[config.mk]
export PLATFORM = sky130hd
export DESIGN_NAME = uart_tx_flat
export DESIGN_NICKNAME = d
export VERILOG_FILES = /design/src/rtl/uart_tx_if.sv /design/src/rtl/uart_tx.sv /design/src/flat_wrapper.sv
export SDC_FILE = /design/constraint.sdc
export NUM_CORES = 1
export LEC_CHECK = 0
export BUFFER_PORTS_ARGS = -buffer_cell sky130_fd_sc_hd__buf_2
export CORE_UTILIZATION = 60
export CTS_BUF_LIST = sky130_fd_sc_hd__clkbuf_4
export DETAILED_ROUTE_END_ITERATION = 10
export GPL_TIMING_DRIVEN = 0
export PLACE_DENSITY_LB_ADDON = 0.2
export SYNTH_ARGS = -nofsm -noshare
export SYNTH_HDL_FRONTEND = slang
export SYNTH_SLANG_ARGS = --single-unit
[constraint.sdc]
create_clock -name clk -period 2.3 [get_ports clk]
set_clock_uncertainty 0.05 [all_clocks]
set_input_delay 0.345 -clock clk [delete_from_list [all_inputs] [get_ports clk]]
set_output_delay 0.345 -clock clk [all_outputs]
set_load 0.005 [all_outputs]
[src/rtl/uart_tx_if.sv]
// rtl/uart_tx_if.sv - UART transmitter request/status bundle with master and slave views.
interface uart_tx_if #(
    parameter int PAYLOAD_BITS = 8
);
    logic                    uart_tx_en;
    logic [PAYLOAD_BITS-1:0] uart_tx_data;
    logic                    uart_tx_break;
    logic                    uart_txd;
    logic                    uart_tx_busy;

    modport master (
        output uart_tx_en,
        output uart_tx_data,
        output uart_tx_break,
        input  uart_txd,
        input  uart_tx_busy
    );

    modport slave (
        input  uart_tx_en,
        input  uart_tx_data,
        input  uart_tx_break,
        output uart_txd,
        output uart_tx_busy
    );
endinterface

[src/rtl/uart_tx.sv]
// rtl/uart_tx.sv - UART transmitter: start, LSB-first data, stop bit(s) and line break.
// Optional even parity bit after the data when UART_TX_PARITY_EN is defined.
module uart_tx #(
    parameter int BIT_RATE     = 9600,
    parameter int CLK_HZ       = 48000000,
    parameter int PAYLOAD_BITS = 8,
    parameter int STOP_BITS    = 1
) (
    input  logic     clk,
    input  logic     reset,
    uart_tx_if.slave tx
);
    localparam int CPB         = CLK_HZ / BIT_RATE;
    localparam int CW          = (CPB > 1) ? $clog2(CPB) : 1;
    localparam int BW          = (PAYLOAD_BITS > 1) ? $clog2(PAYLOAD_BITS) : 1;
    localparam int BRK_PERIODS = 1 + PAYLOAD_BITS + STOP_BITS;
    localparam int KW          = $clog2(BRK_PERIODS);

    localparam logic [CW-1:0] CPB_LAST  = CW'(CPB - 1);
    localparam logic [BW-1:0] DATA_LAST = BW'(PAYLOAD_BITS - 1);
    localparam logic [BW-1:0] STOP_LAST = BW'(STOP_BITS - 1);
    localparam logic [KW-1:0] BRK_LAST  = KW'(BRK_PERIODS - 1);

    typedef enum logic [2:0] {
        IDLE,
        START,
        DATA,
`ifdef UART_TX_PARITY_EN
        PARITY,
`endif
        STOP,
        BREAK
    } state_t;

    state_t                  state_q, state_d;
    logic [CW-1:0]           cyc_q, cyc_d;
    logic [BW-1:0]           bit_q, bit_d;
    logic [KW-1:0]           brk_q, brk_d;
    logic [PAYLOAD_BITS-1:0] shift_q, shift_d;
    logic                    txd_q, txd_d;
    logic                    busy_q, busy_d;
    logic                    period_end;
`ifdef UART_TX_PARITY_EN
    logic                    par_q, par_d;
`endif

    assign period_end = (cyc_q == CPB_LAST);

    always_comb begin
        state_d = state_q;
        cyc_d   = cyc_q;
        bit_d   = bit_q;
        brk_d   = brk_q;
        shift_d = shift_q;
        txd_d   = 1'b1;
        busy_d  = 1'b0;
`ifdef UART_TX_PARITY_EN
        par_d   = par_q;
`endif
        // Every non-idle state is timed in whole bit periods by the shared cycle counter.
        if (state_q != IDLE) begin
            cyc_d = period_end ? '0 : cyc_q + CW'(1);
        end

        case (state_q)
            IDLE: begin
                cyc_d = '0;
                bit_d = '0;
                brk_d = '0;
                if (tx.uart_tx_break) begin
                    state_d = BREAK;
                end else if (tx.uart_tx_en) begin
                    shift_d = tx.uart_tx_data;
`ifdef UART_TX_PARITY_EN
                    par_d   = ^tx.uart_tx_data;
`endif
                    state_d = START;
                end
            end
            START: begin
                if (period_end) state_d = DATA;
            end
            DATA: begin
                if (period_end) begin
                    shift_d = shift_q >> 1;
                    if (bit_q == DATA_LAST) begin
                        bit_d = '0;
`ifdef UART_TX_PARITY_EN
                        state_d = PARITY;
`else
                        state_d = STOP;
`endif
                    end else begin
                        bit_d = bit_q + BW'(1);
                    end
                end
            end
`ifdef UART_TX_PARITY_EN
            PARITY: begin
                if (period_end) state_d = STOP;
            end
`endif
            STOP: begin
                if (period_end) begin
                    if (bit_q == STOP_LAST) begin
                        bit_d   = '0;
                        state_d = IDLE;
                    end else begin
                        bit_d = bit_q + BW'(1);
                    end
                end
            end
            BREAK: begin
                if (period_end) begin
                    if (brk_q == BRK_LAST) begin
                        brk_d   = '0;
                        state_d = STOP;
                    end else begin
                        brk_d = brk_q + KW'(1);
                    end
                end
            end
            default: state_d = IDLE;
        endcase

        // Line and busy are registered from the next state so they move with it.
        busy_d = (state_d != IDLE);
        case (state_d)
            START:   txd_d = 1'b0;
            BREAK:   txd_d = 1'b0;
            DATA:    txd_d = shift_d[0];
`ifdef UART_TX_PARITY_EN
            PARITY:  txd_d = par_q;
`endif
            default: txd_d = 1'b1;
        endcase
    end

    always_ff @(posedge clk) begin
        if (reset) begin
            state_q <= IDLE;
            cyc_q   <= '0;
            bit_q   <= '0;
            brk_q   <= '0;
            shift_q <= '0;
            txd_q   <= 1'b1;
            busy_q  <= 1'b0;
`ifdef UART_TX_PARITY_EN
            par_q   <= 1'b0;
`endif
        end else begin
            state_q <= state_d;
            cyc_q   <= cyc_d;
            bit_q   <= bit_d;
            brk_q   <= brk_d;
            shift_q <= shift_d;
            txd_q   <= txd_d;
            busy_q  <= busy_d;
`ifdef UART_TX_PARITY_EN
            par_q   <= par_d;
`endif
        end
    end

    assign tx.uart_txd     = txd_q;
    assign tx.uart_tx_busy = busy_q;
endmodule

[src/flat_wrapper.sv]
// flat-port wrapper written by rule: the top's interface ports become plain ports
module uart_tx_flat 
#(
    parameter int BIT_RATE     = 9600,
    parameter int CLK_HZ       = 48000000,
    parameter int PAYLOAD_BITS = 8,
    parameter int STOP_BITS    = 1
)
  (clk, reset, tx_uart_tx_en, tx_uart_tx_data, tx_uart_tx_break, tx_uart_txd, tx_uart_tx_busy);
  uart_tx_if #(.PAYLOAD_BITS(PAYLOAD_BITS)) tx_i ();
  input  logic clk;
  input  logic reset;
  input wire logic [$bits(tx_i.uart_tx_en)-1:0] tx_uart_tx_en;
  input wire logic [$bits(tx_i.uart_tx_data)-1:0] tx_uart_tx_data;
  input wire logic [$bits(tx_i.uart_tx_break)-1:0] tx_uart_tx_break;
  output wire logic [$bits(tx_i.uart_txd)-1:0] tx_uart_txd;
  output wire logic [$bits(tx_i.uart_tx_busy)-1:0] tx_uart_tx_busy;
  assign tx_i.uart_tx_en = tx_uart_tx_en;
  assign tx_i.uart_tx_data = tx_uart_tx_data;
  assign tx_i.uart_tx_break = tx_uart_tx_break;
  assign tx_uart_txd = tx_i.uart_txd;
  assign tx_uart_tx_busy = tx_i.uart_tx_busy;
  uart_tx #(.BIT_RATE(BIT_RATE), .CLK_HZ(CLK_HZ), .PAYLOAD_BITS(PAYLOAD_BITS), .STOP_BITS(STOP_BITS)) u_core (.clk(clk), .reset(reset), .tx(tx_i));
endmodule
### Word level (Yosys, flattened, before mapping)

Cells that the tools add are included.

* input port bits: 12
* output and inout bits: 2
* word-level logic and storage cells: 62
* bits in registers: 33

* equality and inequality tests: 15
* add/sub/neg operators: 3
* muxes and demuxes: 24
* reduce and logical (&&, ||, !) cells: 12

Operator list (count)
* $mux W3: 13
* $mux W8: 3
* $pmux W8 S2: 1
* $pmux W3 S5: 1
* $add A13 B1 Y13 const B: 1
* $eq A13 B13 Y1 const B: 1
* $mux W13: 1
* $eq A3 B2 Y1 const B: 3
* $eq A3 B3 Y1 const B: 3
* $pmux W3 S3: 1
* $reduce_bool A3 Y1: 3
* $mux W4: 2
* $pmux W4 S2: 1
* $eq A3 B1 Y1 const B: 2
* $logic_not A3 Y1: 2
* $ne A2 B1 Y1 const B: 3
* $add A4 B1 Y4 const B: 1
* $eq A4 B4 Y1 const B: 1
* $ne A2 B2 Y1 const B: 2
* $reduce_and A4 Y1: 1
* $reduce_bool A2 Y1: 2
* $reduce_or A2 Y1: 2
* $add A3 B1 Y3 const B: 1
* $reduce_and A3 Y1: 1
* other kinds (2): 2

### Logic depth before layout (Yosys ltp)

* depth after elaboration: 7
* gate-level depth with buffers: 8
* depth with buffers taken out: 8

### Least setup slack after synthesis

Ideal clock, no wire load.

* kind: reg-to-reg
* start point: register u_core.cyc_q[0]
* end point: register u_core.txd_q (netlist: u_core.tx.uart_txd)
* required time: 2.126 ns
* slack: 0.242 ns
* setup time: 0.124 ns
* clock period less this slack: 2.058 ns
* arrival: 1.885 ns
* stages on the path, launching flop included: 8
* path buffers: 0
* cell sequence: dfxtp_1 > ha_1 > nand4_1 > nor3_4 > nand2_1 > o221a_4 > nor4_2 > a31oi_1

* word-level cells in the longest chain between the ends: 6
* elaborated cells between the ends (all ways): 13
* classes of those cells: eq/ne (4); mux (8); reduce/logical (1)

RTL lines
* start, declared: RTL line uart_tx.sv:36 `logic [CW-1:0] cyc_q, cyc_d;`
* start signal, assigned: RTL line uart_tx.sv:153 `cyc_q <= cyc_d;`
* $eq A13 B13 Y1 (*): RTL line uart_tx.sv:47 `assign period_end = (cyc_q == CPB_LAST);`
* $mux W3 (on tied branches)
* $pmux W3 S5: RTL line uart_tx.sv:65 `case (state_q)`
* $eq A3 B1 Y1 or $eq A3 B3 Y1 (tied branches): RTL line uart_tx.sv:128 `case (state_d)`
* $reduce_or A2 Y1 (no line)
* $pmux W1 S2 (*): RTL line uart_tx.sv:128
* end signal, assigned: RTL line uart_tx.sv:157 `txd_q <= txd_d;`
* end, declared: RTL line uart_tx.sv:40 `logic txd_q, txd_d;`

Every way passes the cells marked *; elsewhere a longest branch is shown, timed or not. The select of a mux whose other input is x is not followed.
A chain may end at the register's enable or synchronous reset.

### Worst setup path after layout

* start point: register u_core.cyc_q[3]
* end point: register u_core.bit_q[1]

* word-level cells in the longest chain between the ends: 3
* elaborated cells between the ends (all ways): 4
* classes of those cells: eq/ne (3); reduce/logical (1)

RTL lines
* $eq A13 B13 Y1 (*): RTL line uart_tx.sv:47
* $ne A2 B1 Y1 (no line)
* $reduce_and A3 Y1 (no line) (*)
* end signal, assigned: RTL line uart_tx.sv:154 `bit_q <= bit_d;`
* end, declared: RTL line uart_tx.sv:37 `logic [BW-1:0] bit_q, bit_d;`

Every way passes the cells marked *; elsewhere a longest branch is shown, timed or not.

==> Flow_metrics.wiki <==
{| class="wikitable"
! Metric !! Value
|-
| Hold-fix buffers, CTS || 0
|-
| Antenna diode count || 0
|-
| Highest clock frequency the design can meet || 455 MHz
|-
| Fill cell count || 208
|-
| Placer congestion estimate || 0.806
|-
| Most frequently used flop master after synthesis || sky130_fd_sc_hd__dfxtp_1
|-
| Max Transition Viols Final || 0
|-
| Count of clock tree sinks || 33
|-
| CTS tree || built
|-
| Routed length per instance || 13.8 um
|-
| Overall fraction of global-route tracks in use || 25.3%
|-
| Number of standard cells in the layout, taps in and fillers out || between 200 and 250
|-
| Layout overhead on the synthesized area || 12.7%
|-
| Worst-case clock buffer depth || 2
|-
| Syn Area/Cell || 8.61 um^2
|-
| Pwr dens || 564 nW/um^2
|-
| Crit Path Max Fanout || 5
|-
| Post-synth EDFFs || 0
|-
| Finish-stage setup viols || 0
|-
| Chip Height || 54.5 um
|-
| Wirelength, routed || 3.40 mm
|-
| Syn_nets || 210
|-
| Worst hold-check path type || input port to flip-flop
|-
| Nets || 234
|-
| Clk pin slew, worst setup/hold paths || 100 ps
|-
| Setup repair after global routing missed its margin || yes
|-
| Worst slack at placement || -30.4 ps
|-
| Fraction of registers with async set/reset || 0%
|-
| Reported leakage power || approximately 0.7 nW
|-
| Number of routed nets with antenna violations || 0
|-
| Total of max-cap violations || 0
|-
| Smallest setup slack after layout || 101 ps
|-
| Core box area || 2540 um^2
|-
| Number of antenna violations at the first check in global routing || 0
|-
| VDD IR-drop max || between 0.5 and 0.6 mV
|-
| CP arrival || approximately 2400 ps
|-
| Final period demand of the worst path || 2200 ps
|-
| Minimum hold slack || 200 ps
|-
| Relative max-transition margin || around two thirds
|-
| Die boundary width || 54.5 um
|-
| Port Buffers || 13
|-
| Latest clock arrival within the worst-skew pair || 330 ps
|-
| Starting density of the core || 64.9%
|-
| Required time at the endpoint of the critical path || 2510 ps
|-
| H-tree depth || 2
|-
| Number of placement rows || 18
|-
| First-pass iteration count of the detailed router || 4
|-
| Detailed-route via count || approximately 1500
|-
| Global-route wire length before repair || 5.29 mm
|-
| Synthesis-stage register bit count || 33
|-
| Cell area after synthesis || about 1700 um^2
|-
| Count of cell types in the netlist || 42
|-
| Register area share after synthesis || 40.0%
|-
| Critical path type || flip-flop to flip-flop
|-
| Post-layout util || roughly 73%
|-
| Number of placed instances with taps included || 235
|-
| Drt via density || 5.94
|-
| Startpoint of the most critical hold path || tx_uart_tx_data[7]
|-
| Layout cell share with drive strength beyond 1 || 18.1%
|-
| Worst R2R Start || u_core.cyc_q[3]$_SDFFE_PP0N_
|-
| Number of buffers created by CTS || 5
|-
| Vias in the first global route || 1301
|-
| Cell count after synthesis || 192
|-
| Synth warnings || 0
|-
| PnR Total Power || 1.05 mW
|-
| Run status || finished, final reports clean
|-
| DRC errors left || 0
|-
| Top-level I/O count || 14
|-
| Half-perimeter wire length after detailed placement || 2.39 mm
|-
| Worst Tran Pin Value || 479 ps
|-
| Number of violations reported at the end of detailed-routing iteration 0 || 33
|-
| Largest net degree at the start of global routing || 11
|-
| Final hold violations || 0
|-
| Start point of the critical path || u_core.cyc_q[3]$_SDFFE_PP0N_
|-
| CTS Root Cell || sky130_fd_sc_hd__clkbuf_4
|-
| Endpoint class of the critical path || flip-flop
|-
| Tcrit/Tclk final || 95.6%
|-
| Setup crit start kind || flip-flop
|-
| Die outline area || 2970 um^2
|-
| GRT Residual Overflow || 0
|}
-- timing repair --
action,CTS,global route
gates resized for setup,0,5
pin swaps,1,1
setup endpoints to repair,1,21
buffers inserted,3,2
gates cloned,0,0
-- final timing paths --
| path | end | slack, ps | cells past startpoint |
|---|---|---|---|
| min reg2reg | u_core.cyc_q[0]$_SDFFE_PP0N_ | 390 | 1 |
| min | u_core.shift_q[7]$_SDFFE_PP0P_ | 200 | 3 |
| max | u_core.bit_q[1]$_SDFFE_PP0P_ | 100 | 7 |
| max reg2reg | u_core.bit_q[1]$_SDFFE_PP0P_ | 100 | 7 |
-- flip-flops by register name, indices dropped and copies added (netlist names) --
register and count:
u_core.cyc_q 13, u_core.state_q 3, u_core.tx.uart_tx_busy 1, u_core.shift_q 8
u_core.tx.uart_txd 1, u_core.brk_q 4, u_core.bit_q 3
-- power breakdown --
group | internal (mW) | total [mW] | leakage [nW] | switching, mW
registers | 0.593 | 0.611 | 0.268 | 0.0177
logic | 0.0579 | 0.141 | 0.406 | 0.0835
clock network | 0.123 | 0.300 | 0.0292 | 0.177
total | 0.773 | 1.05 | 0.703 | 0.278
-- metrics by stage --
step                      setup TNS (ps)  cell area, um^2
after floorplan                        0             1650
after global placement             -24.4             1760
after detailed placement           -30.4             1760
after CTS                              0             1830
after global routing                -169             1860
final                                  0             1860
-- cells by family (layout without fill, tap and decap cells) --
logic type | count (synthesis) | after routing | synth area share [%]
AND/OR/NAND/NOR | 82 | 82 | 27.1
AO/OA/AOI/OAI | 38 | 38 | 15.7
flip-flops | 33 | 33 | 40.0
buffers and inverters | 18 | 42 | 4.16
XOR/XNOR | 10 | 10 | 5.30
adder cells (fa/ha/maj) | 6 | 6 | 4.54
multiplexers | 5 | 5 | 3.18
-- cells in the mapped netlist (all sizes together), types with 2 or more instances --
master,count,share of area [%]
nand3,11,3.6
and3,4,1.5
xor2,6,3.2
nand4,4,1.5
nor2b,3,1.1
a21oi,16,5.1
dfxtp,33,40
nand3b,2,0.91
clkbuf,7,1.6
mux2i,3,1.8
a22oi,7,3.2
or3,6,2.3
xnor2,4,2.1
o21ai,5,1.5
and2,3,1.1
a31oi,2,0.76
inv,10,2.3
nand2,10,2.3
nand2b,4,1.5
nor4,2,1.1
mux2,2,1.4
nor3,3,1.6
nor2,25,5.7
ha,6,4.5
-- cell usage in the layout, fill, tap and decap left out, types with 2 or more instances in the layout --
cell,netlist,final
sky130_fd_sc_hd__nand4_1,4,4
sky130_fd_sc_hd__mux2_2,2,2
sky130_fd_sc_hd__xnor2_1,4,4
sky130_fd_sc_hd__mux2i_1,3,3
sky130_fd_sc_hd__nor2b_1,3,3
sky130_fd_sc_hd__nand3b_1,2,2
sky130_fd_sc_hd__nand3_1,10,10
sky130_fd_sc_hd__and3_1,4,4
sky130_fd_sc_hd__a31oi_1,2,2
sky130_fd_sc_hd__nand2b_1,4,4
sky130_fd_sc_hd__clkbuf_4,0,6
sky130_fd_sc_hd__or3_1,6,6
sky130_fd_sc_hd__clkbuf_1,7,6
sky130_fd_sc_hd__dfxtp_1,33,33
sky130_fd_sc_hd__xor2_1,6,6
sky130_fd_sc_hd__buf_2,1,14
sky130_fd_sc_hd__nor2_1,25,25
sky130_fd_sc_hd__and2_1,3,3
sky130_fd_sc_hd__nand2_1,10,10
sky130_fd_sc_hd__buf_4,0,5
sky130_fd_sc_hd__o21ai_0,5,5
sky130_fd_sc_hd__a21oi_1,15,15
sky130_fd_sc_hd__a22oi_1,7,7
sky130_fd_sc_hd__ha_1,6,6
sky130_fd_sc_hd__inv_1,10,10
-- layer usage --
| metal | wire (um) | track usage [%] | part of all wire, % |
|---|---|---|---|
| met1 | 1520 | 29.3 | 45 |
| met2 | 1690 | 42.5 | 50 |
| met3 | 148 | 6.94 | 4.4 |
| met4 | 47 | 12.8 | 1.4 |
| met5 | 0 | 0 | 0 |
-- worst max-delay path, cell delays in order (launching register included) --
cell and delay [ps]:
sky130_fd_sc_hd__dfxtp_1 370, sky130_fd_sc_hd__or4_4 590, sky130_fd_sc_hd__nor3_4 230, sky130_fd_sc_hd__buf_4 180, sky130_fd_sc_hd__nand2_1 90, sky130_fd_sc_hd__a21oi_4 200
sky130_fd_sc_hd__mux2_2 350, sky130_fd_sc_hd__nor2_1 80
-- final cells by class --
| cell class | count | area (um^2) | area share, % |
|---|---|---|---|
| Multi-Input combinational cell | 141 | 948 | 50.9 |
| Sequential cell | 33 | 661 | 35.5 |
| Timing Repair Buffer | 18 | 103 | 5.51 |
| Clock buffer | 6 | 45.0 | 2.42 |
| Inverter | 10 | 37.5 | 2.01 |
| Tap cell | 30 | 37.5 | 2.01 |
| Buffer | 7 | 27.5 | 1.48 |
| Clock inverter | 1 | 3.75 | 0.201 |
Note: power is estimated with default switching activity, not from simulation.
